`src/rtl/i281_isa_pkg.sv`:
```
// Shared i281 ISA definitions: one-hot opcode indices, encoding nibbles and
// subcodes, loader error codes and loader FSM state encoding.
package i281_isa_pkg;

    localparam int OP_W = 27;

    // One-hot opcode index order, shared with opcodedec
    localparam int IDX_NOOP    = 0;
    localparam int IDX_INPUTC  = 1;
    localparam int IDX_INPUTCF = 2;
    localparam int IDX_INPUTD  = 3;
    localparam int IDX_INPUTDF = 4;
    localparam int IDX_MOVE    = 5;
    localparam int IDX_LOADI   = 6;
    localparam int IDX_LOADP   = 7;
    localparam int IDX_ADD     = 8;
    localparam int IDX_ADDI    = 9;
    localparam int IDX_SUB     = 10;
    localparam int IDX_SUBI    = 11;
    localparam int IDX_LOAD    = 12;
    localparam int IDX_LOADF   = 13;
    localparam int IDX_STORE   = 14;
    localparam int IDX_STOREF  = 15;
    localparam int IDX_SHIFTL  = 16;
    localparam int IDX_SHIFTR  = 17;
    localparam int IDX_CMP     = 18;
    localparam int IDX_JUMP    = 19;
    localparam int IDX_BRE     = 20;
    localparam int IDX_BRZ     = 21;
    localparam int IDX_BRNE    = 22;
    localparam int IDX_BRNZ    = 23;
    localparam int IDX_BRG     = 24;
    localparam int IDX_BRGE    = 25;
    localparam int IDX_RSVD    = 26;

    localparam logic [3:0] NIB_NOOP   = 4'h0;
    localparam logic [3:0] NIB_INPUT  = 4'h1;
    localparam logic [3:0] NIB_MOVE   = 4'h2;
    localparam logic [3:0] NIB_LOADI  = 4'h3;
    localparam logic [3:0] NIB_ADD    = 4'h4;
    localparam logic [3:0] NIB_ADDI   = 4'h5;
    localparam logic [3:0] NIB_SUB    = 4'h6;
    localparam logic [3:0] NIB_SUBI   = 4'h7;
    localparam logic [3:0] NIB_LOAD   = 4'h8;
    localparam logic [3:0] NIB_LOADF  = 4'h9;
    localparam logic [3:0] NIB_STORE  = 4'hA;
    localparam logic [3:0] NIB_STOREF = 4'hB;
    localparam logic [3:0] NIB_SHIFT  = 4'hC;
    localparam logic [3:0] NIB_CMP    = 4'hD;
    localparam logic [3:0] NIB_JUMP   = 4'hE;
    localparam logic [3:0] NIB_BRANCH = 4'hF;

    localparam logic [1:0] SUB_INPUTC  = 2'b00;
    localparam logic [1:0] SUB_INPUTCF = 2'b01;
    localparam logic [1:0] SUB_INPUTD  = 2'b10;
    localparam logic [1:0] SUB_INPUTDF = 2'b11;
    localparam logic [1:0] SUB_LOADI   = 2'b00;
    localparam logic [1:0] SUB_LOADP   = 2'b01;
    localparam logic [1:0] SUB_SHIFTL  = 2'b00;
    localparam logic [1:0] SUB_SHIFTR  = 2'b01;
    localparam logic [1:0] SUB_BRE     = 2'b00;
    localparam logic [1:0] SUB_BRNE    = 2'b01;
    localparam logic [1:0] SUB_BRG     = 2'b10;
    localparam logic [1:0] SUB_BRGE    = 2'b11;

    localparam logic [1:0] ERR_NONE     = 2'b00;
    localparam logic [1:0] ERR_OPCODE   = 2'b01;
    localparam logic [1:0] ERR_OVERFLOW = 2'b10;
    localparam logic [1:0] ERR_VERIFY   = 2'b11;

    typedef enum logic [2:0] {
        ST_IDLE   = 3'd0,
        ST_ACCEPT = 3'd1,
        ST_WRITE  = 3'd2,
        ST_READ   = 3'd3,
        ST_CHECK  = 3'd4,
        ST_ERROR  = 3'd5
    } state_t;

    // Exactly one bit set, and not the reserved slot
    function automatic logic onehot_ok(input logic [OP_W-1:0] op);
        return (op != '0) && ((op & (op - OP_W'(1))) == '0) && !op[IDX_RSVD];
    endfunction

endpackage

```
`src/rtl/opcodeenc.sv`:
```
// Combinational i281 instruction encoder: one-hot opcode plus register and
// immediate fields in, 16-bit instruction word and a valid flag out.
module opcodeenc
    import i281_isa_pkg::*;
(
    input  logic [OP_W-1:0] op_onehot,
    input  logic [1:0]      reg_a,
    input  logic [1:0]      reg_b,
    input  logic [7:0]      imm,
    output logic [15:0]     word,
    output logic            valid
);

    int         idx;
    logic [3:0] nib;
    logic [1:0] sub;
    logic       use_a;
    logic       use_b;
    logic       use_imm;

    always_comb begin
        idx = 0;
        for (int i = 0; i < OP_W; i++) begin
            if (op_onehot[i]) idx = i;
        end
    end

    always_comb begin
        nib     = NIB_NOOP;
        sub     = 2'b00;
        use_a   = 1'b0;
        use_b   = 1'b0;
        use_imm = 1'b0;
        case (idx)
            IDX_INPUTC:  begin nib = NIB_INPUT;  sub = SUB_INPUTC;  use_imm = 1'b1; end
            IDX_INPUTCF: begin nib = NIB_INPUT;  sub = SUB_INPUTCF; use_a = 1'b1; use_imm = 1'b1; end
            IDX_INPUTD:  begin nib = NIB_INPUT;  sub = SUB_INPUTD;  use_imm = 1'b1; end
            IDX_INPUTDF: begin nib = NIB_INPUT;  sub = SUB_INPUTDF; use_a = 1'b1; use_imm = 1'b1; end
            IDX_MOVE:    begin nib = NIB_MOVE;   use_a = 1'b1; use_b = 1'b1; end
            IDX_LOADI:   begin nib = NIB_LOADI;  sub = SUB_LOADI; use_a = 1'b1; use_imm = 1'b1; end
            IDX_LOADP:   begin nib = NIB_LOADI;  sub = SUB_LOADP; use_a = 1'b1; use_imm = 1'b1; end
            IDX_ADD:     begin nib = NIB_ADD;    use_a = 1'b1; use_b = 1'b1; end
            IDX_ADDI:    begin nib = NIB_ADDI;   use_a = 1'b1; use_imm = 1'b1; end
            IDX_SUB:     begin nib = NIB_SUB;    use_a = 1'b1; use_b = 1'b1; end
            IDX_SUBI:    begin nib = NIB_SUBI;   use_a = 1'b1; use_imm = 1'b1; end
            IDX_LOAD:    begin nib = NIB_LOAD;   use_a = 1'b1; use_imm = 1'b1; end
            IDX_LOADF:   begin nib = NIB_LOADF;  use_a = 1'b1; use_b = 1'b1; use_imm = 1'b1; end
            IDX_STORE:   begin nib = NIB_STORE;  use_a = 1'b1; use_imm = 1'b1; end
            IDX_STOREF:  begin nib = NIB_STOREF; use_a = 1'b1; use_b = 1'b1; use_imm = 1'b1; end
            IDX_SHIFTL:  begin nib = NIB_SHIFT;  sub = SUB_SHIFTL; use_a = 1'b1; end
            IDX_SHIFTR:  begin nib = NIB_SHIFT;  sub = SUB_SHIFTR; use_a = 1'b1; end
            IDX_CMP:     begin nib = NIB_CMP;    use_a = 1'b1; use_b = 1'b1; end
            IDX_JUMP:    begin nib = NIB_JUMP;   use_imm = 1'b1; end
            IDX_BRE,
            IDX_BRZ:     begin nib = NIB_BRANCH; sub = SUB_BRE;  use_imm = 1'b1; end
            IDX_BRNE,
            IDX_BRNZ:    begin nib = NIB_BRANCH; sub = SUB_BRNE; use_imm = 1'b1; end
            IDX_BRG:     begin nib = NIB_BRANCH; sub = SUB_BRG;  use_imm = 1'b1; end
            IDX_BRGE:    begin nib = NIB_BRANCH; sub = SUB_BRGE; use_imm = 1'b1; end
            default:     ;
        endcase
    end

    assign valid = onehot_ok(op_onehot);

    // Field B slot carries the subcode whenever reg_b is not used
    assign word = valid ? {nib,
                           use_a   ? reg_a : 2'b00,
                           use_b   ? reg_b : sub,
                           use_imm ? imm   : 8'h00} : 16'h0000;

endmodule

```
`src/rtl/opcodeenc_loader.sv`:
```
// Program loader: accepts one instruction per valid/ready handshake, encodes
// it, writes it to code memory at an incrementing address and optionally verifies it.
module opcodeenc_loader
    import i281_isa_pkg::*;
#(
    parameter int ADDR_W = 5,
    parameter bit VERIFY = 1'b1
) (
    input  logic              clk,
    input  logic              rst_n,
    input  logic              start,
    input  logic              in_valid,
    output logic              in_ready,
    input  logic [OP_W-1:0]   op_onehot,
    input  logic              last,
    input  logic [1:0]        reg_a,
    input  logic [1:0]        reg_b,
    input  logic [7:0]        imm,
    output logic              mem_we,
    output logic [ADDR_W-1:0] mem_addr,
    output logic [15:0]       mem_wdata,
    input  logic [15:0]       mem_rdata,
    output logic              busy,
    output logic              done,
    output logic              err,
    output logic [1:0]        err_code,
    output logic [ADDR_W:0]   count,
    output state_t            state
);

    // Handshake: an instruction is consumed on a rising edge where in_valid
    // and in_ready are both high; in_ready is high only in ACCEPT.
    localparam int              DEPTH = 1 << ADDR_W;
    localparam logic [ADDR_W:0] FULL  = (ADDR_W + 1)'(DEPTH);

    logic [15:0]       enc_word;
    logic              enc_valid;
    logic              last_q;
    logic              mismatch;
    state_t            state_next;

    logic              in_ready_d;
    logic              mem_we_d;
    logic [ADDR_W-1:0] mem_addr_d;
    logic [15:0]       mem_wdata_d;
    logic              busy_d;
    logic              done_d;
    logic              err_d;
    logic [1:0]        err_code_d;
    logic [ADDR_W:0]   count_d;
    logic              last_d;

    opcodeenc u_enc (
        .op_onehot (op_onehot),
        .reg_a     (reg_a),
        .reg_b     (reg_b),
        .imm       (imm),
        .word      (enc_word),
        .valid     (enc_valid)
    );

    assign mismatch = VERIFY && (mem_rdata != mem_wdata);

    always_ff @(posedge clk or negedge rst_n) begin
        if (!rst_n) begin
            state     <= ST_IDLE;
            in_ready  <= 1'b0;
            mem_we    <= 1'b0;
            mem_addr  <= '0;
            mem_wdata <= '0;
            busy      <= 1'b0;
            done      <= 1'b0;
            err       <= 1'b0;
            err_code  <= ERR_NONE;
            count     <= '0;
            last_q    <= 1'b0;
        end else begin
            state     <= state_next;
            in_ready  <= in_ready_d;
            mem_we    <= mem_we_d;
            mem_addr  <= mem_addr_d;
            mem_wdata <= mem_wdata_d;
            busy      <= busy_d;
            done      <= done_d;
            err       <= err_d;
            err_code  <= err_code_d;
            count     <= count_d;
            last_q    <= last_d;
        end
    end

    // start wins over everything, including an instruction offered that cycle
    always_comb begin
        state_next = state;
        case (state)
            ST_IDLE:   state_next = ST_IDLE;
            ST_ACCEPT: begin
                if (in_valid) begin
                    if (!enc_valid)         state_next = ST_ERROR;
                    else if (count == FULL) state_next = ST_ERROR;
                    else                    state_next = ST_WRITE;
                end
            end
            ST_WRITE: begin
                if (VERIFY)      state_next = ST_READ;
                else if (last_q) state_next = ST_IDLE;
                else             state_next = ST_ACCEPT;
            end
            ST_READ:   state_next = ST_CHECK;
            ST_CHECK: begin
                if (mismatch)    state_next = ST_ERROR;
                else if (last_q) state_next = ST_IDLE;
                else             state_next = ST_ACCEPT;
            end
            ST_ERROR:  state_next = ST_ERROR;
            default:   state_next = ST_IDLE;
        endcase
        if (start) state_next = ST_ACCEPT;
    end

    // Outputs are computed from the upcoming state and registered above
    always_comb begin
        in_ready_d  = (state_next == ST_ACCEPT);
        mem_we_d    = (state_next == ST_WRITE);
        busy_d      = state_next inside {ST_ACCEPT, ST_WRITE, ST_READ, ST_CHECK};
        done_d      = (state_next == ST_IDLE) && (state == ST_WRITE || state == ST_CHECK);
        mem_addr_d  = mem_addr;
        mem_wdata_d = mem_wdata;
        last_d      = last_q;
        count_d     = count;
        err_d       = err || (state_next == ST_ERROR);
        err_code_d  = err_code;

        if (state == ST_ACCEPT && state_next == ST_WRITE) begin
            mem_wdata_d = enc_word;
            last_d      = last;
            mem_addr_d  = count[ADDR_W-1:0];
        end
        if (state == ST_WRITE) count_d = count + (ADDR_W + 1)'(1);

        if (state == ST_ACCEPT && in_valid && !enc_valid)
            err_code_d = ERR_OPCODE;
        else if (state == ST_ACCEPT && in_valid && count == FULL)
            err_code_d = ERR_OVERFLOW;
        else if (state == ST_CHECK && mismatch)
            err_code_d = ERR_VERIFY;

        if (start) begin
            count_d    = '0;
            mem_addr_d = '0;
            err_d      = 1'b0;
            err_code_d = ERR_NONE;
        end
    end

endmodule

```
`config.mk`:
```
export PLATFORM = sky130hd
export DESIGN_NAME = opcodeenc_loader
export DESIGN_NICKNAME = d
export VERILOG_FILES = /design/src/rtl/i281_isa_pkg.sv /design/src/rtl/opcodeenc.sv /design/src/rtl/opcodeenc_loader.sv
export SDC_FILE = /design/constraint.sdc
export NUM_CORES = 1
export LEC_CHECK = 0
export ABC_AREA = 1
export ABC_CLOCK_PERIOD_IN_PS = 4000
export CAP_MARGIN = 25
export CELL_PAD_IN_SITES_DETAIL_PLACEMENT = 0
export CELL_PAD_IN_SITES_GLOBAL_PLACEMENT = 1
export CORE_UTILIZATION = 33
export DETAILED_ROUTE_END_ITERATION = 8
export PLACE_DENSITY = 0.91
export SLEW_MARGIN = 20
export SYNTH_ARGS = -nofsm -noshare
export SYNTH_HDL_FRONTEND = slang
export SYNTH_SLANG_ARGS = --single-unit
```
`constraint.sdc`:
```
create_clock -name clk -period 4 [get_ports clk]
set_input_delay 0.8 -clock clk [delete_from_list [all_inputs] [get_ports clk]]
set_output_delay 0.8 -clock clk [all_outputs]
set_load 0.005 [all_outputs]
```
**Yosys cells after proc, flatten, opt, wreduce, memory -nomap -nowiden**

Cells that the tools add are included.
Widths: inputs -> output; s select.

- Register bits after elaboration: 38
- Logic and storage cells: 131
- Input port bits: 60
- Output and inout bits: 37

- Reduce and logical (&&, ||, !) cells: 29
- Muxes and demuxes: 51
- Add/subtract/negate cells: 2
- Eq/ne operators: 37
- Bitwise logic cells: 1

Operators with widths:

| operator | count |
|---|---|
| $mux 5 | 13 |
| $pmux 4 s15 | 1 |
| $eq 5x5->1 const B | 10 |
| $eq 5x4->1 const B | 8 |
| $mux 4 | 8 |
| $and 27x27->27 | 1 |
| $logic_not 27->1 | 1 |
| $mux 3 | 9 |
| $reduce_bool 27->1 | 1 |
| $sub 27x1->27 const B | 1 |
| $eq 5x3->1 const B | 4 |
| $reduce_or 19->1 | 1 |
| $mux 16 | 1 |
| $mux 2 | 8 |
| $ne 16x16->1 | 1 |
| $reduce_or 16->1 | 1 |
| $pmux 3 s5 | 1 |
| $eq 3x2->1 const B | 4 |
| $eq 3x3->1 const B | 4 |
| $mux 6 | 2 |
| $reduce_or 6->1 | 2 |
| $eq 5x2->1 const B | 2 |
| $logic_and 1x1->1 | 8 |
| $mux 8 | 1 |
| 14 further kinds | 27 |

**Logic depth before layout (Yosys ltp)**

- Depth after elaboration: 31
- Gate-level depth with buffers: 33
- Gate-level depth less buffers: 33

**Hierarchy**

A second synthesis with hierarchy kept.

- Cells, all modules: 593
- Area total of the unflattened synthesis: 3523.4 µm²

By module, submodules not included:

| module | times used | cells each | area each (µm²) |
|---|---|---|---|
| opcodeenc_loader | 1 | 267 | 2014.4 |
| opcodeenc | 1 | 326 | 1508.9 |

**Worst setup path before layout**

Ideal clock, no wire load.

- Kind: input -> register
- Start point: input port op_onehot[12]
- End point: register mem_wdata[5]
- Required time: 3882 ps
- Cell stages on the path: 20
- Slack: 912 ps
- Setup time: 118 ps
- Data arrival time: 2970 ps
- Path through: nor2_1 nand2_1 nor2_1 nand2_2 nor2_4 nand2_2 o31ai_2 nand4_1 nor3_1 and2_1 nand3_2 a21oi_1 nand2_1 nor2_4 inv_2 nor2_4 inv_2 buf_2 nand2_1 nand2_1

- Elaborated cells on any way between the ends: 50
- Those cells by class: 1 x add/sub; 20 x eq/ne; 22 x mux; 1 x bitwise; 6 x reduce/logical

RTL lines:

| item | line | text |
|---|---|---|
| start: declaration | opcodeenc_loader.sv:14 | `input logic [OP_W-1:0] op_onehot,` |
| $sub 27x1->27 | i281_isa_pkg.sv:82 | `return (op != '0) && ((op & (op - OP_W'(1))) == '0) && !op[IDX_RSVD];` |
| $and 27x27->27 | i281_isa_pkg.sv:82 |  |
| $logic_not 27->1 | i281_isa_pkg.sv:82 |  |
| $logic_and 1x1->1 * (2 in series) | i281_isa_pkg.sv:82 |  |
| $mux 3 * | opcodeenc_loader.sv:99 | `if (!enc_valid) state_next = ST_ERROR;` |
| $mux 3 * | opcodeenc_loader.sv:98 | `if (in_valid) begin` |
| $pmux 3 s5 * | opcodeenc_loader.sv:95 | `case (state)` |
| $mux 3 * | opcodeenc_loader.sv:118 | `if (start) state_next = ST_ACCEPT;` |
| net state_next[0] | opcodeenc_loader.sv:40 | `state_t state_next;` |
| $eq 3x2->1 * | opcodeenc_loader.sv:134 | `if (state == ST_ACCEPT && state_next == ST_WRITE) begin` |
| $logic_and 1x1->1 * | opcodeenc_loader.sv:134 |  |
| end signal: assignment | opcodeenc_loader.sv:82 | `mem_wdata <= mem_wdata_d;` |
| end: declaration | opcodeenc_loader.sv:21 | `output logic [15:0] mem_wdata,` |

Mark *: on every way through the listed nets, which the timed path passes. The rest lies on a longest branch.
A chain may end at the register's enable or synchronous reset.

**Worst setup path after layout**

- Start point: input port op_onehot[8]
- End point: register mem_wdata[10]

Same word-level chain as after synthesis.

==> metrics.cfg <==
[status]
status = completed

[timing]
finalCritPeriodShare = 0.903
final-hold-violation-count = 0
setup_viol = 0
tightest_slew_ns = 0.826
timing.final.max_slew_violations = 0
max_slew_margin = 0.449
fin_skew_ns = 0.00630
setup_tns_ns = 0
max_freq_mhz = 277
finalCriticalPeriod_ns = 3.61
rsz0062_at_grt = no

[clock_tree]
clk_pin_slew_ns = 0.08
cts_setup_buffers = 0
cts_hold_buf = 0
ctsHtreeMaxLevel = 2
numCtsBuffers = 5
ctsResizeCount = 0
cts_tree = built
cts_root_buf = clkbuf_8
clkLatencyLatePin_ns = 0.29
clkSinkCount = 38
cts_buffer_depth = 2

[grt]
grt_usage = 0.181
grt_pass1_wl_mm = 12.8
grt_start_max_net_pins = 39
grt-ovfl-total = 0
grt_pass1_vias = 2883
antenna_found_initial = 0

[routing]
vias_per_cell = 4.77
antenna_left = 0
routed_wl_mm = 7.68
vias = 3069
top_layer = met4
drt-pass1-iter-count = 4
met1Wirelength_mm = 3.66
drtIter0Drc = 108
routed-wl-met3_um = 523
drc = 0
met2_wirelength_mm = 3.41
wl_per_cell_um = 11.9

[layout]
seq_area_um2 = 951
drive_gt1_frac = 0.0595
fill_cells = 835
multi_input_area_um2 = 1560
final_core_util = 0.491
n_antenna_cell = 0
syn2layout_area_growth_pct = 44.0
num-nets-final = 599

[synth]
synth_edf_count = 0
synth_area_leaders = dfrtp_1 (34%), nand2_1 (17%), inv_1 (9.6%)
avgSynthCellArea_um2 = 6.51
yosys_warnings = 0
yosysSeqAreaShare = 0.337
synth_nets = 495
synthCells = 433
yosysTopAreaCellShare = 0.337
syn_area_um2 = 2820
synth-async-reset-ratio = 1.00
synth_top_area_cell = dfrtp_1
ys_ff_latch = 38
netlist-cell-type-count = 40
synth_flop_cell = dfrtp_1

[floorplan]
chipHeight_um = 94.4
ios = 97
core_area_um2 = 8260
die_w_um = 94.4
die_area_um2 = 8910
start_util = 0.341
rows = 33

[setup_path]
cp_slowest_cell = clkdlybuf4s50_1
r2r_slack_ns = 1.40
cp-end-kind = flip-flop
worstPathCellList = clkdlybuf4s50_1 -> nor2_1 -> nand2_1 -> nor2_1 -> nand2_2 -> nor2_4 -> nand2_2 -> o31ai_2 -> nand4_1 -> nor3_1 -> and2_1 -> nand3_2 -> a21oi_1 -> nand2_1 -> nor2_4 -> inv_2 -> nor2_4 -> inv_2 -> nor2_1 -> nand2_1 -> nand2_1
crit_required_ns = 4.23
crit_type = primary input to flip-flop
critPathMaxFanout = 22
r2r-end = mem_wdata[10]
critPathLaunchType = primary input
crit_family = simple AND/OR/NAND/NOR gates
crit_buf_inv = 3
crit_path_frequent_cell = nand2_1
cp.arrival_ns = 3.85
r2r_cells = 12
rr_startpoint = mem_wdata[10]
cpPeakStageDelay_ns = 0.47

[pwr]
p_int_mw = 0.792
p_leak_nw = 1.97
clkPwrFrac = 0.381
p_per_area_nw_per_um2 = 262
comb_power_share = 0.227
switchingPower_mw = 0.269
peakVddDrop_mv = 0.147
p_seq_frac = 0.392
swShare = 0.253

[hold_path]
min-delay-start = mem_addr[0]
min_to = mem_addr[0]
hold_path.class = flip-flop to flip-flop
min_delay_path_depth = 2

[placed_design]
gp_congestion = 0.905
numPortBuffers = 96
place_hpwl_mm = 6.11

[job]
cap_viol_max_count = 0

-- worst max path at each step --
stage | from | endpoint | slack, ns | cells after the start
floorplan | op_onehot[12] | mem_wdata[5] | 0.91 | 20
global placement | op_onehot[3] | mem_wdata[11] | 0.16 | 21
detailed placement | op_onehot[8] | mem_wdata[14] | 0.10 | 20
CTS | op_onehot[8] | mem_wdata[10] | 0.39 | 21
global route | op_onehot[14] | mem_wdata[10] | 0.008 | 19
finish | op_onehot[8] | mem_wdata[10] | 0.39 | 21
-- per-layer routing --
metal  GRT usage  vias to the layer above
met5           0                        -
met4      0.0372                        0
met3      0.0362                        8
met2       0.300                      104
met1       0.244                     1364
li1            -                     1593
-- area by class of cell --
class / instances / share of cell area
timing repair buffer: 101 / 0.245
inverter: 74 / 0.0685
sequential: 38 / 0.234
tap: 105 / 0.0324
clock buffer: 6 / 0.0204
clock inverter: 2 / 0.0148
multi-input combinational: 317 / 0.385
-- cells by family after synthesis --
family | share of synthesized area
AOI/OAI and AO/OA | 0.119
xor gates and xnor gates | 0.0342
adders and majority gates | 0.00888
buffers and inverters | 0.108
DFF | 0.337
and+or+nand+nor | 0.392
-- flip-flops by register name (all words and copies together) (netlist names) --
signal and cells:
mem_addr 5, last_q 1, done 1, err_code 2
busy 1, state 3, err 1, count 6
in_ready 1, mem_we 1, mem_wdata 16
-- synth_stat cells, types with 3 or more instances --
cell type    n
a21oi_1     15
nor2_1      45
o31ai_1      3
xnor2_1      5
nand2_2      3
nand3b_1     3
nor3_1      14
nor2_4       4
inv_1       72
xor2_1       6
nand4_1      7
o21ai_0     18
or2_2        3
dfrtp_1     38
o21ai_1      6
nand2_1    125
nand3_1     35
-- metrics by stage --
step	setup slack, ns	hold WS (ns)	instance area (um^2)	power (mW)	std cells
global route	0.00785	0.546	4060	1.12	643
detailed placement	0.105	0.476	3920	0.663	635
floorplan	0.912	0.476	2820	0.525	433
global placement	0.164	0.473	3920	0.662	635
finish	0.386	0.490	4060	1.06	643
CTS	0.387	0.493	4060	1.07	643
-- placed cells by master (no fill, tap or decap), drive strengths merged, types with 3 or more instances in the layout --
cell type and instances:
nand2 128, clkdlybuf4s50 95, inv 74, nor2 50
dfrtp 38, nand3 36, o21ai 26, a21oi 15
nor3 15, nand4 7, xor2 6, clkbuf 6
buf 6, xnor2 5, o31ai 4, or2 3
nand3b 3
-- power by group through the flow --
stage,Sequential [mW],Combinational (mW),Clock (mW)
after floorplan,0.422,0.102,0
after CTS,0.416,0.242,0.410
after global placement,0.424,0.238,0
final,0.417,0.241,0.404
after detailed placement,0.423,0.240,0
after global routing,0.419,0.270,0.430
-- worst min-delay path, stage by stage, from the launching register on --
cell,delay [ns]
dfrtp_1,0.34
nand2_1,0.05
o21ai_0,0.06
Power figures use the tool's default switching activity.
